## src/rtl/alu_pkg.sv

```systemverilog
// Shared definitions for the stack ALU and its command sequencer.
//   OP_*        3-bit ALU opcodes
//   ERR_*       2-bit error codes reported by the sequencer
//   seq_state_t sequencer FSM states
//   op_is_legal opcode legality check (does not consider stack depth)
package alu_pkg;

  localparam logic [2:0] OP_NOP  = 3'b000;
  localparam logic [2:0] OP_ADD  = 3'b100;
  localparam logic [2:0] OP_MUL  = 3'b101;
  localparam logic [2:0] OP_PUSH = 3'b110;
  localparam logic [2:0] OP_POP  = 3'b111;

  localparam logic [1:0] ERR_NONE    = 2'b00;
  localparam logic [1:0] ERR_UNDER   = 2'b01;
  localparam logic [1:0] ERR_OVER    = 2'b10;
  localparam logic [1:0] ERR_ILLEGAL = 2'b11;

  typedef enum logic {
    ST_RUN,
    ST_ERROR
  } seq_state_t;

  // 001/010/011 are the only undefined encodings.
  function automatic logic op_is_legal(input logic [2:0] op);
    return (op == OP_NOP) || op[2];
  endfunction

endpackage

```

## src/rtl/cmd_fifo.sv

```systemverilog
// Synchronous command FIFO with first-word-fall-through head output.
//   clk, rst   clock / asynchronous active-high reset (flushes pointers)
//   push       write wdata this edge (caller guarantees !full)
//   pop        discard head this edge (caller guarantees !empty)
//   wdata      W-bit entry to write
//   full/empty occupancy flags
//   head       current head entry
module cmd_fifo #(
  parameter int unsigned W     = 7,
  parameter int unsigned DEPTH = 8
) (
  input  logic         clk,
  input  logic         rst,
  input  logic         push,
  input  logic         pop,
  input  logic [W-1:0] wdata,
  output logic         full,
  output logic         empty,
  output logic [W-1:0] head
);

  localparam int unsigned AW = $clog2(DEPTH);

  // Extra MSB on each pointer separates full from empty when the
  // index bits coincide.
  logic [AW:0]  r_wr_ptr;
  logic [AW:0]  r_rd_ptr;
  logic [W-1:0] r_mem [DEPTH];
  logic [AW:0]  w_one;

  assign w_one = {{AW{1'b0}}, 1'b1};

  always_ff @(posedge clk or posedge rst) begin
    if (rst) begin
      r_wr_ptr <= '0;
      r_rd_ptr <= '0;
    end else begin
      if (push) r_wr_ptr <= r_wr_ptr + w_one;
      if (pop)  r_rd_ptr <= r_rd_ptr + w_one;
    end
  end

  always_ff @(posedge clk) begin
    if (push) r_mem[r_wr_ptr[AW-1:0]] <= wdata;
  end

  assign empty = (r_wr_ptr == r_rd_ptr);
  assign full  = (r_wr_ptr[AW] != r_rd_ptr[AW]) &&
                 (r_wr_ptr[AW-1:0] == r_rd_ptr[AW-1:0]);
  assign head  = r_mem[r_rd_ptr[AW-1:0]];

endmodule

```

## src/rtl/alu_cmd_sequencer.sv

```systemverilog
// Upstream feeder for the stack ALU. Buffers {opcode,data} commands,
// issues at most one per cycle on registered ALU pins, tracks the ALU
// stack depth and parks in ERROR on any command that would underflow,
// overflow or is illegal.
//   clk, rst              clock / asynchronous active-high reset
//   in_valid/in_ready     command handshake; in_opcode, in_data payload
//   hold                  suppress issue (FIFO still accepts)
//   err_clear             drop the offending head and return to RUN
//   alu_opcode, alu_data  registered ALU drive
//   depth                 tracked ALU stack occupancy
//   err, err_code         error flag and cause (01 under, 10 over, 11 illegal)
//   busy                  FIFO non-empty or an issue in flight
module alu_cmd_sequencer
  import alu_pkg::*;
#(
  parameter int unsigned N          = 4,
  parameter int unsigned STACK_SIZE = 16,
  parameter int unsigned FIFO_DEPTH = 8
) (
  input  logic                          clk,
  input  logic                          rst,
  input  logic                          in_valid,
  output logic                          in_ready,
  input  logic [2:0]                    in_opcode,
  input  logic [N-1:0]                  in_data,
  input  logic                          hold,
  input  logic                          err_clear,
  output logic [2:0]                    alu_opcode,
  output logic [N-1:0]                  alu_data,
  output logic [$clog2(STACK_SIZE+1)-1:0] depth,
  output logic                          err,
  output logic [1:0]                    err_code,
  output logic                          busy
);

  localparam int unsigned DW = $clog2(STACK_SIZE + 1);
  localparam int unsigned CW = 3 + N;

  seq_state_t      r_state, w_state_nxt;
  logic [1:0]      r_err_code, w_err_code_nxt;
  logic [DW-1:0]   r_depth, w_depth_nxt;
  logic [2:0]      r_alu_opcode, w_alu_opcode_nxt;
  logic [N-1:0]    r_alu_data, w_alu_data_nxt;
  logic            r_inflight, w_issue;

  logic            w_push, w_pop, w_full, w_empty;
  logic [CW-1:0]   w_head;
  logic [2:0]      w_head_op;
  logic [N-1:0]    w_head_data;
  logic [1:0]      w_chk;
  logic [DW-1:0]   w_dmax, w_one, w_two;

  assign w_dmax = DW'(STACK_SIZE);
  assign w_one  = DW'(1);
  assign w_two  = DW'(2);

  cmd_fifo #(
    .W     (CW),
    .DEPTH (FIFO_DEPTH)
  ) u_fifo (
    .clk   (clk),
    .rst   (rst),
    .push  (w_push),
    .pop   (w_pop),
    .wdata ({in_opcode, in_data}),
    .full  (w_full),
    .empty (w_empty),
    .head  (w_head)
  );

  assign w_head_op   = w_head[CW-1:N];
  assign w_head_data = w_head[N-1:0];

  assign in_ready = !w_full && (r_state == ST_RUN);
  assign w_push   = in_valid && in_ready;

  // Legality of the head command against the current depth.
  always_comb begin
    w_chk = ERR_NONE;
    if (!op_is_legal(w_head_op)) begin
      w_chk = ERR_ILLEGAL;
    end else begin
      case (w_head_op)
        OP_ADD, OP_MUL: if (r_depth < w_two)   w_chk = ERR_UNDER;
        OP_POP:         if (r_depth < w_one)   w_chk = ERR_UNDER;
        OP_PUSH:        if (r_depth >= w_dmax) w_chk = ERR_OVER;
        default:        w_chk = ERR_NONE;
      endcase
    end
  end

  always_comb begin
    w_state_nxt      = r_state;
    w_err_code_nxt   = r_err_code;
    w_depth_nxt      = r_depth;
    w_alu_opcode_nxt = OP_NOP;
    w_alu_data_nxt   = '0;
    w_pop            = 1'b0;
    w_issue          = 1'b0;
    case (r_state)
      ST_RUN: begin
        if (!hold && !w_empty) begin
          if (w_chk == ERR_NONE) begin
            w_pop            = 1'b1;
            w_issue          = 1'b1;
            w_alu_opcode_nxt = w_head_op;
            w_alu_data_nxt   = w_head_data;
            case (w_head_op)
              OP_PUSH:                w_depth_nxt = r_depth + w_one;
              OP_ADD, OP_MUL, OP_POP: w_depth_nxt = r_depth - w_one;
              default:                w_depth_nxt = r_depth;
            endcase
          end else begin
            w_state_nxt    = ST_ERROR;
            w_err_code_nxt = w_chk;
          end
        end
      end
      ST_ERROR: begin
        if (err_clear) begin
          w_pop          = 1'b1;
          w_state_nxt    = ST_RUN;
          w_err_code_nxt = ERR_NONE;
        end
      end
      default: w_state_nxt = ST_RUN;
    endcase
  end

  always_ff @(posedge clk or posedge rst) begin
    if (rst) begin
      r_state      <= ST_RUN;
      r_err_code   <= ERR_NONE;
      r_depth      <= '0;
      r_alu_opcode <= OP_NOP;
      r_alu_data   <= '0;
      r_inflight   <= 1'b0;
    end else begin
      r_state      <= w_state_nxt;
      r_err_code   <= w_err_code_nxt;
      r_depth      <= w_depth_nxt;
      r_alu_opcode <= w_alu_opcode_nxt;
      r_alu_data   <= w_alu_data_nxt;
      r_inflight   <= w_issue;
    end
  end

  assign alu_opcode = r_alu_opcode;
  assign alu_data   = r_alu_data;
  assign depth      = r_depth;
  assign err        = (r_state == ST_ERROR);
  assign err_code   = r_err_code;
  assign busy       = !w_empty || r_inflight;

endmodule
```

## config.mk

```make
export PLATFORM = sky130hd
export DESIGN_NAME = alu_cmd_sequencer
export DESIGN_NICKNAME = d
export VERILOG_FILES = /design/src/rtl/alu_pkg.sv /design/src/rtl/cmd_fifo.sv /design/src/rtl/alu_cmd_sequencer.sv
export SDC_FILE = /design/constraint.sdc
export NUM_CORES = 1
export LEC_CHECK = 0
export BUFFER_PORTS_ARGS = -buffer_cell sky130_fd_sc_hd__buf_2
export CORE_UTILIZATION = 60
export CTS_CLUSTER_SIZE = 10
export DETAILED_ROUTE_END_ITERATION = 10
export PLACE_DENSITY = 0.89
export REMOVE_ABC_BUFFERS = 1
export SYNTH_ARGS = -nofsm -noshare
export SYNTH_HDL_FRONTEND = slang
export SYNTH_SLANG_ARGS = --single-unit
export TNS_END_PERCENT = 1
```

## constraint.sdc

```tcl
create_clock -name clk -period 3.5 [get_ports clk]
set_clock_uncertainty 0.05 [all_clocks]
set_input_delay 0.7 -clock clk [delete_from_list [all_inputs] [get_ports clk]]
set_output_delay 0.7 -clock clk [all_outputs]
set_load 0.05 [all_outputs]
```

==> results of run 1 <==
[routing by layer]
layer	wire length (microns)	vias up
li1	-	895
met1	2550	953
met2	3060	65
met3	328	6
met4	61	0
met5	0	-
[worst reg2reg max path: stages, from the launching register on]
cell and delay [ns]:
dfrtp_1 0.69, mux4_2 0.60, mux2i_4 0.27, o22ai_1 0.18, a22o_1 0.30, o31a_1 0.29
mux2_4 0.30
[cells in the mapped netlist, drive strengths merged]
cell type / count / area [sq um]
nor2b: 2 / 12.5
a311oi: 1 / 8.76
xnor2: 5 / 43.8
a22o: 2 / 17.5
nor2: 11 / 41.3
nand4: 2 / 12.5
nor3: 9 / 45.0
o211ai: 1 / 7.51
o31a: 1 / 8.76
mux2: 2 / 26.3
o21ai: 4 / 20.0
inv: 7 / 26.3
nor3b: 2 / 15.0
clkbuf: 4 / 16.3
and3: 3 / 18.8
nand2: 14 / 52.6
nor4: 3 / 18.8
edfxtp: 56 / 1680
a21oi: 5 / 25.0
ha: 4 / 50.1
nand3: 6 / 30.0
o22ai: 2 / 12.5
mux2i: 8 / 105
o32ai: 1 / 8.76
and2: 3 / 18.8
mux4: 14 / 315
a2111o: 1 / 11.3
dfrtp: 24 / 601
or3: 1 / 6.26
a221oi: 1 / 8.76
nand2b: 4 / 25.0
a22oi: 1 / 7.51
xor2: 8 / 70.1
buf: 6 / 33.8
[metrics by stage]
step	worst slack (ns)	util	total power [W]
floorplan	-0.0334	-	0.00256
global placement	0.808	0.666	0.00288
detailed placement	0.708	0.666	0.00293
CTS	0.492	0.705	0.00367
global route	0.401	0.705	0.00385
finish	0.523	0.705	0.00364
[final timing paths]
path,start,endpoint,slack (ns),cells past startpoint
max,u_fifo.r_rd_ptr[1],busy,0.52,4
min,u_fifo.r_wr_ptr[3],u_fifo.r_wr_ptr[3],0.46,1
max reg2reg,u_fifo.r_rd_ptr[0],u_fifo.r_rd_ptr[1],0.70,6
min reg2reg,u_fifo.r_wr_ptr[3],u_fifo.r_wr_ptr[3],0.46,1
max in group asynchronous,rst,depth[0],2.35,2
min in group asynchronous,rst,r_inflight,0.49,2
[cell type report]
class,count,area (sq um),area share
multi-input cells,121,1040,0.270
repair buffers,36,200,0.0519
flip-flops and latches,80,2280,0.591
well taps,72,90.1,0.0233
clock inverters,6,92.6,0.0240
inverters,7,26.3,0.00681
clock buffers,9,124,0.0321
[registers in the layout, summed over array words and instances, names as in the netlist]
register	flops
alu_data	4
alu_opcode	3
depth	5
err	1
err_code	2
r_inflight	1
u_fifo.r_mem	56
u_fifo.r_rd_ptr	4
u_fifo.r_wr_ptr	4
[power by group]
part | leakage [nW] | internal [W] | switching [W] | total (W)
clock | 0.102 | 0.000401 | 0.000328 | 0.000729
sequential | 0.801 | 0.00123 | 0.000236 | 0.00147
combinational | 0.590 | 0.000561 | 0.000884 | 0.00145
[cells by family after synthesis]
logic type               after synthesis  synth area share
AO/OA/AOI/OAI                         20            0.0401
XOR/XNOR                              13            0.0335
adder cells (fa/ha/maj)                4            0.0147
buffers and inverters                 17            0.0224
flip-flops                            80             0.671
multiplexers                          24             0.131
AND/OR/NAND/NOR                       60            0.0872
==> results.ini, run 1 <==
[power]
peakVddDrop_v = 0.000557
leakagePower_nw = 1.49
power.density_nw_per_um2 = 943

[route]
wl_per_cell_microns = 18.1
routed_wl_mm = 6.00
vias = 1919
drtIter0Drc = 108
drc = 0
vias_per_cell = 5.80
drtPass1Iterations = 4
ant_nets = 0

[clock_network]
hold_buffers = 0
htree_levels = 3
cts.repair.resized = 0
post_cts_buffers = 0
clk_latency_ns = 0.34
cts.clk_slew.worst_paths_ns = 0.09
cts.sinks = 80
cts_tree = built
root_buffer = clkbuf_8
clockBufferDepth = 2
cts_buffers = 9

[critical_path]
cp_max_fo = 15
cp-start-kind = flip-flop
crit_family = flip-flops
critPathArrivalTime_ns = 2.23
path_buf_inv = 1
slowest_stage = dfrtp_1
cpPeakStageDelay_ns = 0.89
worstPathCellList = xor2_1, nor4_1, nand2b_1, buf_2
crit_type = reg2out
critPathCaptureType = primary output
critPathRequiredTime_ns = 2.75

[place]
dp_hpwl_mm = 4.00
numPortBuffers = 28
placed_area_sq_um = 3640
dp.cells = 316
place.gp.congestion = 0.828

[timing]
whs_ns = 0.464
slew_headroom = 0.398
hold_viol = 0
fmax_mhz = 336
setup-tns-final_ns = 0
maxSlewViolCount = 0
min_period_ns = 2.98
post-route-period-util = 0.851
setup_viol = 0
rsz0062_at_grt = no
tightest_slew_ns = 0.902

[final_layout]
post-route-cell-area_sq_um = 3860
drive_above_1_share = 0.266
final_nets = 271
n_antenna_cell = 0
fin_cells = 331
mostFrequentLayoutCells = edfxtp_1, buf_2, dfrtp_1, mux4_2, nand2_1
n_fill_cell = 370
final_common_cell = edfxtp_1
syn2layout_area_growth_pct = 13.4

[worst_hold_path]
hp-class = reg2reg

[global_route]
grt_overflow_total = 0
grt_pass1_wl_mm = 9.82
met2_usage = 0.350
use_met1 = 0.313
antenna_found_initial = 0
use_met3 = 0.0821
grt_max_degree = 25
busiest_layer = met2
grt_usage = 0.233
grt_pass1_vias = 1879

[floorplanning]
dieArea_sq_um = 5980
rows = 27
core_area_sq_um = 5470
chipWidth_microns = 77.3
io_pins = 29
chipHeight_microns = 77.3
start_util = 0.622

[yosys]
synth-seq-cells = 80
synth_area_sq_um = 3400
ys_warn_count = 0
syn_inst = 218
syn_area_per_cell_sq_um = 15.6
ys_types = 40
yosysSeqAreaShare = 0.671

[job]
cap_violations = 0

[status]
status = completed

Note: power is estimated with default switching activity, not from simulation.
==> run 2, diff against run 1 <==
--- a/config.mk
+++ b/config.mk
@@ -5,10 +5,13 @@
 export SDC_FILE = /design/constraint.sdc
 export NUM_CORES = 1
 export LEC_CHECK = 0
+export ABC_AREA = 1
 export BUFFER_PORTS_ARGS = -buffer_cell sky130_fd_sc_hd__buf_2
+export CAP_MARGIN = 20
 export CORE_UTILIZATION = 60
 export CTS_CLUSTER_SIZE = 10
 export DETAILED_ROUTE_END_ITERATION = 10
+export GPL_TIMING_DRIVEN = 0
 export PLACE_DENSITY = 0.89
 export REMOVE_ABC_BUFFERS = 1
 export SYNTH_ARGS = -nofsm -noshare
==> results.ini, run 2 <==
[critical_path]
critPathArrivalTime_ns = 3.33
cp_common_cell = nand2_1
path_buf_inv = 1
slowest_stage = dfrtp_1
critPathCaptureType = flip-flop
cpPeakStageDelay_ns = 1.06
cp-start-kind = flip-flop
cp_max_fo = 33
critPathRequiredTime_ns = 3.68
crit_family = simple AND/OR/NAND/NOR gates
cp_num_cells = 11
crit_type = reg2reg
reg2reg_depth = 11
worstPathCellList = inv_2, nand2_1, nand3_2, nand3_1, o21ai_1, nand2_1, nand3_2, nand4_4, nand2_1, nand2_1, nand2_1

[final_layout]
largest_register_ff_count = 56
final_common_cell = nand2_1
final_nets = 400
n_antenna_cell = 0
drive_above_1_share = 0.213
fin_cells = 464
syn2layout_area_growth_pct = 9.88
mostFrequentLayoutCells = nand2_1, edfxtp_1, inv_1, nor2_1

[timing]
post-route-period-util = 0.900
whs_ns = 0.453
setup_slack_ns = 0.350
setup_viol = 0
slew_headroom = 0.284
hold_viol = 0
tightest_slew_ns = 1.07
min_period_ns = 3.15
maxSlewViolCount = 0
setup-tns-final_ns = 0
rsz0062_at_grt = no
fmax_mhz = 317

[yosys]
yosys_most_used_dff = edfxtp_1
synth_most_common_cell = nand2_1
synth_area_sq_um = 3790
synth_common_cells = nand2_1, edfxtp_1, inv_1, nor2_1, nand3_1
yosysSeqAreaShare = 0.603
synth_top_area_share = 0.444
synth-seq-cells = 80
yosys.area.top_type = edfxtp_1
ys_warn_count = 0
ys_types = 30
synthTopCellsByArea = edfxtp_1, dfrtp_1, nand2_1
syn_area_per_cell_sq_um = 10.6
synth-async-reset-ratio = 0.300
synth_edf_count = 56
syn_inst = 357

[global_route]
grt_pass1_wl_mm = 11.6
grt_pass1_vias = 2433
met2_usage = 0.388
use_met1 = 0.315
grt_overflow_total = 0
grt_max_degree = 34
antenna_found_initial = 0
busiest_layer = met2
use_met3 = 0.0589
grt_usage = 0.246

[power]
peakVddDrop_v = 0.000675
power.density_nw_per_um2 = 955
total_power_w = 0.00397
leakagePower_nw = 1.85

[worst_hold_path]
hold_path_depth = 2
hp-class = reg2reg

[floorplanning]
io_pins = 29
chipWidth_microns = 81.4
rows = 28
core_area_sq_um = 5990
chipHeight_microns = 81.4
start_util = 0.632
dieArea_sq_um = 6630

[place]
dp.cells = 448
numPortBuffers = 28
dp_hpwl_mm = 4.66
place_ws_ns = 0.416
place.gp.congestion = 0.796

[clock_network]
cts_tree = built
cts.repair.resized = 0
clockBufferDepth = 2
htree_levels = 3
hold_buffers = 0
root_buffer = clkbuf_8
cts.clk_slew.worst_paths_ns = 0.08
cts_buffers = 9
post_cts_buffers = 0
clk_latency_ns = 0.34
cts.sinks = 80

[route]
drtIter0Drc = 195
ant_nets = 0
drtPass1Iterations = 4
drc = 0
routed_wl_mm = 7.25
vias = 2532
vias_per_cell = 5.46
wl_per_cell_microns = 15.6

[status]
status = completed

[job]
cap_violations = 0

run 2: cell types whose count changed after synthesis, sizes merged, moves of 4 or more:
cell,change
nand2b,-4
nor2,+30
nand3,+30
nor3,-8
nand2,+76
o221ai,+4
a21oi,-4
mux2i,-8
mux4,-14
inv,+36
buf,+4
o21ai,+25
run 2: final cells by class:
type / count / area (sq um)
Fill cell: 404 / 1830
Timing Repair Buffer: 28 / 140
Clock inverter: 5 / 106
Clock buffer: 11 / 131
Multi-Input combinational cell: 222 / 1240
Sequential cell: 80 / 2280
Inverter: 43 / 164
Tap cell: 75 / 93.8
run 2: layer usage:
metal,vias up,routed length [microns],part of all wire
met5,-,0,0
met4,0,82,0.011
met3,8,452,0.062
met2,92,3750,0.52
met1,1206,2970,0.41
li1,1226,-,-
run 2: kinds of logic after synthesis:
| group | after synthesis | share of synthesized area |
|---|---|---|
| AO/OA/AOI/OAI | 34 | 0.0499 |
| buffers and inverters | 55 | 0.0691 |
| XOR/XNOR | 14 | 0.0344 |
| AND/OR/NAND/NOR | 170 | 0.231 |
| adder cells (fa/ha/maj) | 4 | 0.0132 |
| flip-flops | 80 | 0.603 |
run 2: metrics by stage:
stage | cell area (sq um) | util
3_5_place_dp | 3920 | 0.655
2_1_floorplan | 3690 | -
6_report | 4160 | 0.694
3_3_place_gp | 3920 | 0.655
5_1_grt | 4160 | 0.694
4_1_cts | 4160 | 0.694
run 2: worst paths after layout:
kind	startpoint	to	slack (ns)
max in group asynchronous	rst	alu_opcode[1]	2.34
hold reg to reg	err_code[0]	err_code[0]	0.45
hold / removal	err_code[0]	err_code[0]	0.45
min in group asynchronous	rst	u_fifo.r_wr_ptr[0]	0.50
setup / recovery	u_fifo.r_rd_ptr[0]	u_fifo.r_rd_ptr[3]	0.35
setup reg to reg	u_fifo.r_rd_ptr[0]	u_fifo.r_rd_ptr[3]	0.35
run 2: power by group:
group | total, W | internal (W) | switching, W
registers | 0.00144 | 0.00121 | 0.000225
clock network | 0.000798 | 0.000476 | 0.000322
logic | 0.00174 | 0.000515 | 0.00122
total | 0.00397 | 0.00220 | 0.00177
run 2: worst register-to-register path: cells and delay by family (launching register included):
kind / cells / cell delay, ns
buffers and inverters: 1 / 0.53
AND/OR/NAND/NOR: 9 / 1.30
AO/OA/AOI/OAI: 1 / 0.10
flip-flops: 1 / 1.06
==> run 3, diff against run 2 <==
--- a/config.mk
+++ b/config.mk
@@ -8,11 +8,11 @@
 export ABC_AREA = 1
 export BUFFER_PORTS_ARGS = -buffer_cell sky130_fd_sc_hd__buf_2
 export CAP_MARGIN = 20
-export CORE_UTILIZATION = 60
+export CORE_UTILIZATION = 54
 export CTS_CLUSTER_SIZE = 10
 export DETAILED_ROUTE_END_ITERATION = 10
 export GPL_TIMING_DRIVEN = 0
-export PLACE_DENSITY = 0.89
+export PLACE_DENSITY = 0.85
 export REMOVE_ABC_BUFFERS = 1
 export SYNTH_ARGS = -nofsm -noshare
 export SYNTH_HDL_FRONTEND = slang
==> constraint.sdc (replaced) <==
create_clock -name clk -period 2.7 [get_ports clk]
set_clock_uncertainty 0.05 [all_clocks]
set_input_delay 0.54 -clock clk [delete_from_list [all_inputs] [get_ports clk]]
set_output_delay 0.54 -clock clk [all_outputs]
set_load 0.05 [all_outputs]
==> results.ini, run 3 (synthesis results as in run 2) <==
[worst_hold_path]
hp-class = in2reg

[status]
status = completed

[floorplanning]
chipHeight_microns = 85.7
chipWidth_microns = 85.7
dieArea_sq_um = 7350
rows = 30
io_pins = 29
start_util = 0.557
core_area_sq_um = 6790

[final_layout]
largest_register_ff_count = 56
drive_above_1_share = 0.226
syn2layout_area_growth_pct = 10.5
post-route-cell-area_sq_um = 4180
mostFrequentLayoutCells = nand2_1, edfxtp_1, inv_1, nor2_1
n_antenna_cell = 0
final_common_cell = nand2_1
final_nets = 400

[global_route]
grt_max_degree = 34
grt_usage = 0.218
grt_overflow_total = 0
antenna_found_initial = 0
grt_pass1_vias = 2436
grt_pass1_wl_mm = 11.8

[route]
wl_per_cell_microns = 14.9
vias_per_cell = 5.19
drtIter0Drc = 186
routed_wl_mm = 7.24
drtPass1Iterations = 5
ant_nets = 0
vias = 2516
drc = 0

[clock_network]
htree_levels = 3
cts.sinks = 80
root_buffer = clkbuf_8
cts.clk_slew.worst_paths_ns = 0.08
hold_buffers = 0
cts_buffers = 9
clk_latency_ns = 0.36
clockBufferDepth = 2
cts_tree = built

[critical_path]
critPathRequiredTime_ns = 2.63
critPathArrivalTime_ns = 2.54
crit_type = reg2reg
critPathCaptureType = flip-flop
cp-start-kind = flip-flop
cp_max_fo = 15

[place]
place.gp.congestion = 0.808
numPortBuffers = 28
placed_area_sq_um = 3950
dp_hpwl_mm = 4.65

[timing]
tightest_slew_ns = 1.01
slew_headroom = 0.325
post-route-period-util = 0.965
rsz0062_at_grt = yes
setup-tns-final_ns = 0
whs_ns = 0.347
fmax_mhz = 384
min_period_ns = 2.60
setup_viol = 0
maxSlewViolCount = 0
hold_viol = 0

[power]
peakVddDrop_v = 0.000601
leakagePower_nw = 1.84
power.density_nw_per_um2 = 1220

[job]
cap_violations = 0

[run 3: cell types whose count changed in the layout (fill, tap and decap cells not counted), moves of 2 or more]
| cell | change |
|---|---|
| inv_6 | +2 |
| nor2_1 | -2 |
| inv_4 | +2 |
| dfrtp_1 | -2 |
| nor2_2 | +2 |
| inv_2 | -2 |
[run 3: per-stage QoR]
step                cells  power (W)  utilization  setup slack, ns
CTS                   485    0.00509        0.614           0.0541
detailed placement    469    0.00411        0.581           -0.383
global placement      469    0.00401        0.581           -0.260
floorplan             345    0.00358            -            0.255
global route          485    0.00544        0.616          -0.0754
finish                485    0.00510        0.616           0.0957
[run 3: final timing paths]
check                                    from                  to  slack, ns  cells past startpoint
max in group asynchronous                 rst  u_fifo.r_rd_ptr[0]       1.50                      2
min                                 err_clear                 err       0.35                      2
min reg2reg                u_fifo.r_wr_ptr[3]  u_fifo.r_wr_ptr[3]       0.44                      1
min in group asynchronous                 rst         alu_data[3]       0.36                      2
max reg2reg                u_fifo.r_rd_ptr[2]  u_fifo.r_mem[4][4]        0.1                      8
max                        u_fifo.r_rd_ptr[2]  u_fifo.r_mem[4][4]        0.1                      8
[run 3: final cells by class]
| class | instances | area [sq um] |
|---|---|---|
| Clock buffer | 10 | 128 |
| Clock inverter | 6 | 92.6 |
| Fill cell | 548 | 2610 |
| Inverter | 43 | 169 |
| Multi-Input combinational cell | 222 | 1250 |
| Sequential cell | 80 | 2290 |
| Tap cell | 96 | 120 |
| Timing Repair Buffer | 28 | 140 |
[run 3: critical path, cell delays in order (launching register included)]
cell and delay [ns]:
dfrtp_1 0.73, xor2_1 0.20, inv_1 0.07, nand3_1 0.08
nand2_1 0.06, inv_2 0.06, nand2_2 0.06, or2_1 0.28
nor2_1 0.64
[run 3: timing repair]
item,in CTS,in global routing
setup endpoints to repair,71,45
gates resized for setup,3,5
setup buffers,0,0
[run 3: metal layers]
layer | GRT usage | vias up | part of all wire
met3 | 0.0510 | 18 | 0.074
met2 | 0.373 | 102 | 0.51
met1 | 0.267 | 1172 | 0.40
met5 | 0 | - | 0
met4 | 0.0894 | 0 | 0.017
li1 | - | 1224 | -
[run 3: power breakdown]
part	internal [W]	switching, W
combinational	0.000668	0.00158
sequential	0.00158	0.000307
clock	0.000527	0.000442
total	0.00278	0.00233
